===== config.mk =====
export PLATFORM = sky130hd
export DESIGN_NAME = mem_access_ctrl
export DESIGN_NICKNAME = d
export VERILOG_FILES = /design/src/rtl/mem_access_ctrl.sv
export SDC_FILE = /design/constraint.sdc
export NUM_CORES = 1
export LEC_CHECK = 0
export BUFFER_PORTS_ARGS = -buffer_cell sky130_fd_sc_hd__buf_2
export CORE_ASPECT_RATIO = 0.7
export CORE_MARGIN = 2
export CORE_UTILIZATION = 58
export DETAILED_ROUTE_END_ITERATION = 10
export PLACE_DENSITY_LB_ADDON = 0.2
export SLEW_MARGIN = 15
export SYNTH_ARGS = -nofsm -noshare
export SYNTH_HDL_FRONTEND = slang
export SYNTH_SLANG_ARGS = --single-unit

===== constraint.sdc =====
create_clock -name clk -period 5.2 [get_ports clk]
set_input_delay 0.26 -clock clk [delete_from_list [all_inputs] [get_ports clk]]
set_output_delay 0.26 -clock clk [all_outputs]
set_load 0.01 [all_outputs]

===== src/rtl/mem_access_ctrl.sv =====
// Memory-stage access sequencer: segment-limit check, word-split D-cache accesses
// over req/ack, read merge with zero-extension, and write byte-enable generation.
module mem_access_ctrl (
  input  logic        clk,
  input  logic        rst,
  input  logic        i_v,
  input  logic        i_inv,
  input  logic        i_memRen,
  input  logic        i_memWen,
  input  logic [31:0] i_virt_addr,
  input  logic [31:0] i_segRc_lim,
  input  logic [1:0]  i_opSize,
  input  logic [31:0] i_wdata,
  input  logic        i_stall,
  output logic        o_stall,
  output logic        o_v,
  output logic [31:0] o_rdata,
  output logic        o_gp_fault,
  output logic        o_dc_req,
  output logic        o_dc_we,
  output logic [31:0] o_dc_addr,
  output logic [3:0]  o_dc_be,
  output logic [31:0] o_dc_wdata,
  input  logic        i_dc_ack,
  input  logic [31:0] i_dc_rdata
);

  typedef enum logic [1:0] {IDLE, ACC0, ACC1, DONE} state_t;

  state_t      r_state;
  state_t      w_state_next;
  state_t      w_accept_state;

  logic [1:0]  r_off;
  logic [31:0] r_dmask;
  logic        r_we;
  logic        r_split;
  logic        r_flush;
  logic [3:0]  r_be_hi;
  logic [31:0] r_wd_hi;
  logic [31:0] r_w0;

  logic        w_accept;
  logic        w_memop;
  logic        w_fault;
  logic        w_flush;
  logic [1:0]  w_off;
  logic [3:0]  w_mask4;
  logic [31:0] w_dmask;
  logic [7:0]  w_be64;
  logic [63:0] w_wd64;
  logic [31:0] w_lo;
  logic [31:0] w_hi;
  logic [63:0] w_shift64;
  logic [31:0] w_result;

  // Decode of the incoming uop (only meaningful when it is accepted)
  assign w_off   = i_virt_addr[1:0];
  assign w_memop = i_memRen | i_memWen;
  assign w_fault = i_virt_addr > i_segRc_lim;

  always_comb begin
    w_mask4 = 4'b0001;
    w_dmask = 32'h0000_00FF;
    case (i_opSize)
      2'b10: begin
        w_mask4 = 4'b0011;
        w_dmask = 32'h0000_FFFF;
      end
      2'b11: begin
        w_mask4 = 4'b1111;
        w_dmask = 32'hFFFF_FFFF;
      end
      default: begin
        w_mask4 = 4'b0001;
        w_dmask = 32'h0000_00FF;
      end
    endcase
  end

  assign w_be64 = {4'b0000, w_mask4} << w_off;
  assign w_wd64 = {32'h0000_0000, i_wdata} << {w_off, 3'b000};

  assign w_accept = i_v & ~i_inv &
                    ((r_state == IDLE) | ((r_state == DONE) & ~i_stall));
  assign w_flush  = r_flush | i_inv;

  // Read merge: in ACC0 the ack word is the low word and the high word is zero
  assign w_lo      = (r_state == ACC1) ? r_w0 : i_dc_rdata;
  assign w_hi      = (r_state == ACC1) ? i_dc_rdata : 32'h0000_0000;
  assign w_shift64 = {w_hi, w_lo} >> {r_off, 3'b000};
  assign w_result  = w_shift64[31:0] & r_dmask;

  assign o_stall = (r_state == ACC0) | (r_state == ACC1) | ((r_state == DONE) & i_stall);
  assign o_v     = (r_state == DONE);

  always_comb begin
    w_accept_state = ACC0;
    if (!w_memop || w_fault) begin
      w_accept_state = DONE;
    end
  end

  always_comb begin
    w_state_next = r_state;
    case (r_state)
      IDLE: begin
        if (w_accept) begin
          w_state_next = w_accept_state;
        end
      end
      ACC0: begin
        if (i_dc_ack) begin
          // A flushed read stops after the first access; a write always finishes
          if (w_flush && !r_we) begin
            w_state_next = IDLE;
          end else if (r_split) begin
            w_state_next = ACC1;
          end else if (w_flush) begin
            w_state_next = IDLE;
          end else begin
            w_state_next = DONE;
          end
        end
      end
      ACC1: begin
        if (i_dc_ack) begin
          w_state_next = w_flush ? IDLE : DONE;
        end
      end
      DONE: begin
        if (i_inv) begin
          w_state_next = IDLE;
        end else if (!i_stall) begin
          w_state_next = w_accept ? w_accept_state : IDLE;
        end
      end
      default: w_state_next = IDLE;
    endcase
  end

  always_ff @(posedge clk) begin
    if (rst) begin
      r_state <= IDLE;
    end else begin
      r_state <= w_state_next;
    end
  end

  always_ff @(posedge clk) begin
    if (rst) begin
      r_off      <= 2'b00;
      r_dmask    <= 32'h0000_0000;
      r_we       <= 1'b0;
      r_split    <= 1'b0;
      r_flush    <= 1'b0;
      r_be_hi    <= 4'b0000;
      r_wd_hi    <= 32'h0000_0000;
      r_w0       <= 32'h0000_0000;
      o_rdata    <= 32'h0000_0000;
      o_gp_fault <= 1'b0;
      o_dc_req   <= 1'b0;
      o_dc_we    <= 1'b0;
      o_dc_addr  <= 32'h0000_0000;
      o_dc_be    <= 4'b0000;
      o_dc_wdata <= 32'h0000_0000;
    end else if (w_accept) begin
      r_off      <= w_off;
      r_dmask    <= w_dmask;
      r_we       <= i_memWen;
      r_split    <= |w_be64[7:4];
      r_flush    <= 1'b0;
      r_be_hi    <= w_be64[7:4];
      r_wd_hi    <= w_wd64[63:32];
      o_rdata    <= 32'h0000_0000;
      o_gp_fault <= w_memop & w_fault;
      o_dc_req   <= w_memop & ~w_fault;
      o_dc_we    <= i_memWen;
      o_dc_addr  <= {i_virt_addr[31:2], 2'b00};
      o_dc_be    <= w_be64[3:0];
      o_dc_wdata <= w_wd64[31:0];
    end else begin
      if ((r_state == ACC0) || (r_state == ACC1)) begin
        if (i_inv) begin
          r_flush <= 1'b1;
        end
        if (i_dc_ack) begin
          if (w_state_next == ACC1) begin
            r_w0       <= i_dc_rdata;
            o_dc_addr  <= o_dc_addr + 32'd4;
            o_dc_be    <= r_be_hi;
            o_dc_wdata <= r_wd_hi;
          end else begin
            o_dc_req <= 1'b0;
            o_rdata  <= r_we ? 32'h0000_0000 : w_result;
          end
        end
      end
      if ((r_state == DONE) && (w_state_next != DONE)) begin
        o_gp_fault <= 1'b0;
      end
    end
  end

endmodule


* Word level (Yosys, flattened, before mapping)
Index checks and enable logic that the tools add are counted.
** Storage, ports and cells
- Register bits after elaboration :: 209
- Input bits :: 138
- Output and inout port bits :: 105
- Word-level logic and storage cells :: 99
** Cells by class
- $add $sub $neg :: 1
- Magnitude comparators :: 1
- Equal/unequal tests :: 8
- Shift-type cells :: 3
- Multiplexer cells :: 34
- Bitwise gates (word level) :: 17
- Reductions and logical operators :: 19
** Operators by type and width (count)
- 2-to-1 mux 32 bit :: 11
- one-hot mux 32 bit (2 select lines) :: 1
- left shift 32 x 5 -> 64 bit :: 1
- >> shifter 64 x 5 -> 32 bit :: 1
- adder 32 x 3 -> 32 bit (second input constant) :: 1
- bitwise AND 32 bit :: 1
- > comparator 32 bit :: 1
- 2-to-1 mux 2 bit :: 10
- 2-to-1 mux 4 bit :: 4
- AND reduction 3 bit :: 4
- == test 2 bit (second input constant) :: 5
- one-hot mux 2 bit (4 select lines) :: 1
- one-hot mux 4 bit (2 select lines) :: 1
- nonzero test 2 bit :: 4
- left shift 4 x 2 -> 8 bit :: 1
- bitwise AND 1 bit :: 6
- 2-to-1 mux 1 bit :: 6
- inverter 1 bit :: 5
- bitwise OR 1 bit :: 5
- != test 2 bit (second input constant) :: 2
- AND reduction 4 bit :: 1
- OR reduction 4 bit :: 1
- == test 2 x 1 -> 1 bit (second input constant) :: 1
- logical AND 1 bit :: 2
- other kinds (5) :: 7

* Logic depth before layout (Yosys ltp)
- Depth after elaboration :: 13
- Mapped depth :: 12
- Depth with buffers taken out :: 9

* Worst setup path after synthesis
No wires, ideal clock.
- Path type :: input-to-reg
- Start :: in i_virt_addr[0]
- End :: reg o_gp_fault
- Setup time :: 116 ps
- Arrival :: 2541 ps
- Data required time :: 5084 ps
- Setup slack :: 2542 ps
- Cell stages on the path :: 11
- Path buffers :: 2
- Cell sequence :: clkbuf_1 -> buf_1 -> inv_1 -> ha_1 -> nor2b_1 -> o211ai_1 -> a21boi_0 -> o41a_1 -> or4b_1 -> a31o_2 -> a41o_1
** On the way
- Longest elaborated chain between the ends :: 10
- Elaborated cells between the ends (all ways) :: 13
- Classes of those cells :: 1 x order compare; 1 x eq/ne; 7 x mux; 1 x bitwise; 3 x reduce/logical
** RTL lines
- from (decl) :: RTL line 10 : input logic [31:0] i_virt_addr,
- > comparator 32 bit * :: RTL line 60 : assign w_fault = i_virt_addr > i_segRc_lim;
- logical OR 1 bit :: RTL line 99 : if (!w_memop || w_fault) begin
- 2-to-1 mux 2 bit :: RTL line 99
- 2-to-1 mux 2 bit :: RTL line 135 : w_state_next = w_accept ? w_accept_state : IDLE;
- 2-to-1 mux 2 bit :: RTL line 134 : end else if (!i_stall) begin
- 2-to-1 mux 2 bit :: RTL line 132 : if (i_inv) begin
- one-hot mux 2 bit (4 select lines) :: RTL line 106 : case (r_state)
- != test 2 bit :: RTL line 199 : if ((r_state == DONE) && (w_state_next != DONE)) begin
- logical AND 1 bit :: RTL line 199
- nonzero test 2 bit (no source line)
- to (signal assigned) :: RTL line 176 : o_gp_fault <= w_memop & w_fault;
- to (decl) :: RTL line 18 : output logic o_gp_fault,
Mark *: on every way between the ends. The rest lies on a longest branch, timed or not.
A chain may end at the register's enable or synchronous reset.

* Worst setup path after layout
- Start :: reg r_state[0]
- End :: reg o_dc_addr[28]
** On the way
- Longest elaborated chain between the ends :: 11
- Elaborated cells between the ends (all ways) :: 21
- Classes of those cells :: 4 x eq/ne; 8 x mux; 3 x bitwise; 6 x reduce/logical
** RTL lines
- from (decl) :: RTL line 30 : state_t r_state;
- from (signal assigned) :: RTL line 146 : r_state <= w_state_next;
- == test 2 bit :: RTL line 85, 106
- bitwise AND 1 bit :: RTL line 85 : ((r_state == IDLE) | ((r_state == DONE) & ~i_stall));
- bitwise OR 1 bit :: RTL line 85
- bitwise AND 1 bit :: RTL line 84 : assign w_accept = i_v & ~i_inv &
- 2-to-1 mux 2 bit :: RTL line 135
- 2-to-1 mux 2 bit :: RTL line 134
- 2-to-1 mux 2 bit :: RTL line 132
- one-hot mux 2 bit (4 select lines) :: RTL line 106
- == test 2 bit :: RTL line 188 : if (w_state_next == ACC1) begin
- nonzero test 2 bit (no source line)
- AND reduction 3 bit (no source line)
- to (signal assigned) :: RTL line 179 : o_dc_addr <= {i_virt_addr[31:2], 2'b00};
- to (signal assigned) :: RTL line 190 : o_dc_addr <= o_dc_addr + 32'd4;
- to (decl) :: RTL line 21 : output logic [31:0] o_dc_addr,
Several ways; a longest one is shown, not always the timed one.

==> flow_metrics.tcl <==
set metrics [dict create \
    crit_type "register to register" \
    yosys.area.top_type_share_pct 35.2 \
    die_x_um 158 \
    drtIter0Drc 1024 \
    synth.area.top_cells "dfxtp_1 (35%), nand2_1 (6.6%), mux2i_1 (6.1%), ha_1 (4.9%), a21oi_1 (4.3%)" \
    clock_path_buffers 2 \
    path_max_fanout 69 \
    grtUsageTotal_pct 32.4 \
    synth_cell_types 71 \
    io_buffers 240 \
    synth_ff_type "dfxtp_1" \
    htreeDepth 4 \
    setup_violations 0 \
    finalWirelength_um 29200 \
    critPathLaunchType "register" \
    max-slew-margin-rel_pct 30.1 \
    wl_per_cell_um 18.1 \
    p_total_mw 4.56 \
    antenna_found_initial 0 \
    ios 243 \
    fin_setup_tns_ps 0 \
    synth_edf_count 0 \
    grt_start_max_net_pins 104 \
    yosysTopAreaCell "dfxtp_1" \
    syn_inst 1199 \
    powerDensity_nw_per_um2 401 \
    insertion_delay_ps 430 \
    synth.cell_area_um2 9620 \
    nets 1551 \
    diodes 0 \
    ant_nets 0 \
    drcViolationCount 0 \
    core-area_um2 16200 \
    vias_per_cell 6.00 \
    placedInstanceArea_um2 10800 \
    maxCapViolCount 0 \
    place_ws_ps 1420 \
    crit_arrival_ps 4170 \
    clock-sinks 169 \
    start_util_pct 59.2 \
    synth_seq_cells 169 \
    dieArea_um2 17600 \
    syn_area_per_cell_um2 8.02 \
    clockRootBuffer "clkbuf_16" \
    dieHeight_um 112 \
    tightest_slew_ps 1050 \
    status "finished, final reports clean" \
    ys_seq_area_share_pct 35.2 \
    cts_buffers 17 \
    rsz0062_at_grt "no" \
    overflow 0 \
    grt_pass1_wl_um 45000 \
    drive_gt1_share_pct 24.7 \
    timing.final.crit_share_pct 73.8 \
    syn_to_final_growth_pct 18.4 \
    cts_resized 0 \
    dr.pass1.iters 5 \
    final_cells 1612 \
    max_freq_mhz 260 \
    grt_pass1_vias 8481 \
    peakVddDrop_mv 0.253 \
    ys_warn_count 0 \
    fin_ws_ps 1360 \
    ys_async_sr_fraction_pct 0 \
    slew_violations 0 \
    row_count 39 \
    leakage_nw 4.81 \
    hpwl_um 21000 \
    fill_cells 1399 \
    clkTransAtPathRegs_ps 70 \
    gp_congestion 0.997 \
    finClkSkew_ps 12.0 \
    dp_cells 1581 \
    postCtsSetupBuffers 0 \
    fin_crit_ps 3840 \
    num_vias 9677 \
    postLayoutCellArea_um2 11400 \
    cts.hold.buffers_added 0 \
    tritoncts "built" \
    hold_class "input pin to register" \
    worst-endpoint-required_ps 5540 \
    end_kind "register" \
    final_hold_viol_count 0 \
]
[through the flow]
stage	utilization [%]	hold WS [ps]
finish	70.1	82.5
global placement	66.6	438
global route	70.1	96.2
CTS	70.1	74.1
detailed placement	66.6	445
floorplan	-	369
[worst max-delay path, stage by stage (launching register included)]
cell and delay (ps):
dfxtp_1 430, ha_1 290, nor2b_1 340, o21a_2 190
buf_4 570, o32a_4 320, o2bb2ai_1 120, buf_4 280
nand2_1 80, buf_4 300, or4_1 560, a311oi_1 270
[layout by cell type (no fill, tap or decap), drive strengths merged, types with 5 or more instances in the layout]
| cell | Yosys | layout |
|---|---|---|
| nand3 | 61 | 61 |
| clkbuf | 58 | 20 |
| ha | 38 | 38 |
| mux2 | 33 | 33 |
| nor3 | 30 | 30 |
| nor2 | 95 | 95 |
| nor4 | 6 | 6 |
| mux2i | 59 | 59 |
| a22oi | 8 | 8 |
| inv | 43 | 48 |
| and3 | 13 | 13 |
| o31ai | 10 | 10 |
| xor2 | 14 | 14 |
| o22ai | 20 | 20 |
| a21o | 8 | 8 |
| xnor2 | 12 | 12 |
| o311a | 8 | 8 |
| a221oi | 8 | 8 |
| or3 | 9 | 9 |
| nand2 | 169 | 169 |
| o211ai | 7 | 7 |
| nand4 | 25 | 25 |
| buf | 38 | 252 |
| and4 | 5 | 5 |
| a31oi | 20 | 20 |
| a21oi | 82 | 82 |
| a211oi | 43 | 43 |
| dfxtp | 169 | 169 |
| o21ai | 63 | 63 |
[cell type report]
type	count	area, um^2	area share, %
Multi-Input combinational cell	892	5680	49.9
Timing Repair Buffer	252	1310	11.5
Clock inverter	11	111	0.978
Clock buffer	20	457	4.01
Inverter	43	161	1.42
Tap cell	225	282	2.47
Sequential cell	169	3380	29.7
[synthesized netlist by cell type, types with 6 or more instances]
cell type  count
nand3_1       59
o311a_1        8
ha_1          38
and3_1        12
o211ai_1       7
a22oi_1        8
nand2_1      169
buf_1         12
o31ai_1       10
mux2i_1       59
buf_2         17
buf_4          6
o21ai_0       58
mux2_2        32
a21o_1         8
xnor2_1       12
a31oi_1       20
nor3_1        29
xor2_1        14
a21oi_1       82
a221oi_1       8
clkbuf_1      58
nor2_1        94
a211oi_1      42
inv_1         42
o22ai_1       20
dfxtp_1      169
or3_1          9
nand4_1       25
[per-layer routing]
layer  track usage (%)  vias up  part of all wire [%]
met3              8.17       38                    11
li1                  -     4661                     -
met4              8.18        0                   1.6
met5                 0        -                     0
met2              46.9      496                    42
met1              47.9     4482                    46
[registers in the layout (all words and copies together), names as in the netlist, 2 cells and up]
name / count
r_off: 2
r_be_hi: 3
o_dc_be: 4
r_state: 2
o_rdata: 32
o_dc_addr: 30
r_dmask: 3
o_dc_wdata: 32
r_wd_hi: 24
r_w0: 32
[worst paths after layout]
| kind | to | slack, ps | from | cells past startpoint |
|---|---|---|---|---|
| max | o_dc_addr[28]$_SDFFE_PP0P_ | 1360 | r_state[0]$_SDFF_PP0_ | 11 |
| min reg2reg | r_w0[27]$_SDFFE_PP0P_ | 450 | r_w0[27]$_SDFFE_PP0P_ | 2 |
| min | r_w0[27]$_SDFFE_PP0P_ | 80 | i_dc_rdata[27] | 3 |
| max reg2reg | o_dc_addr[28]$_SDFFE_PP0P_ | 1360 | r_state[0]$_SDFF_PP0_ | 11 |
[power by group]
part,switching [mW],total (mW),internal (mW)
Clock,0.553,1.24,0.692
Sequential,0.153,1.65,1.50
Combinational,1.04,1.67,0.626
Total,1.75,4.56,2.81
[logic make-up after synthesis]
kind of cell / after synthesis / share of synthesized area (%)
xor gates and xnor gates: 26 / 2.37
adders and majority gates: 39 / 5.05
and+or+nand+nor: 430 / 20.7
AOI/OAI and AO/OA: 303 / 20.5
muxes: 92 / 10.0
buffers and inverters: 139 / 6.12
DFF: 169 / 35.2
other: 1 / 0.0390
Note: power is estimated with default switching activity, not from simulation.
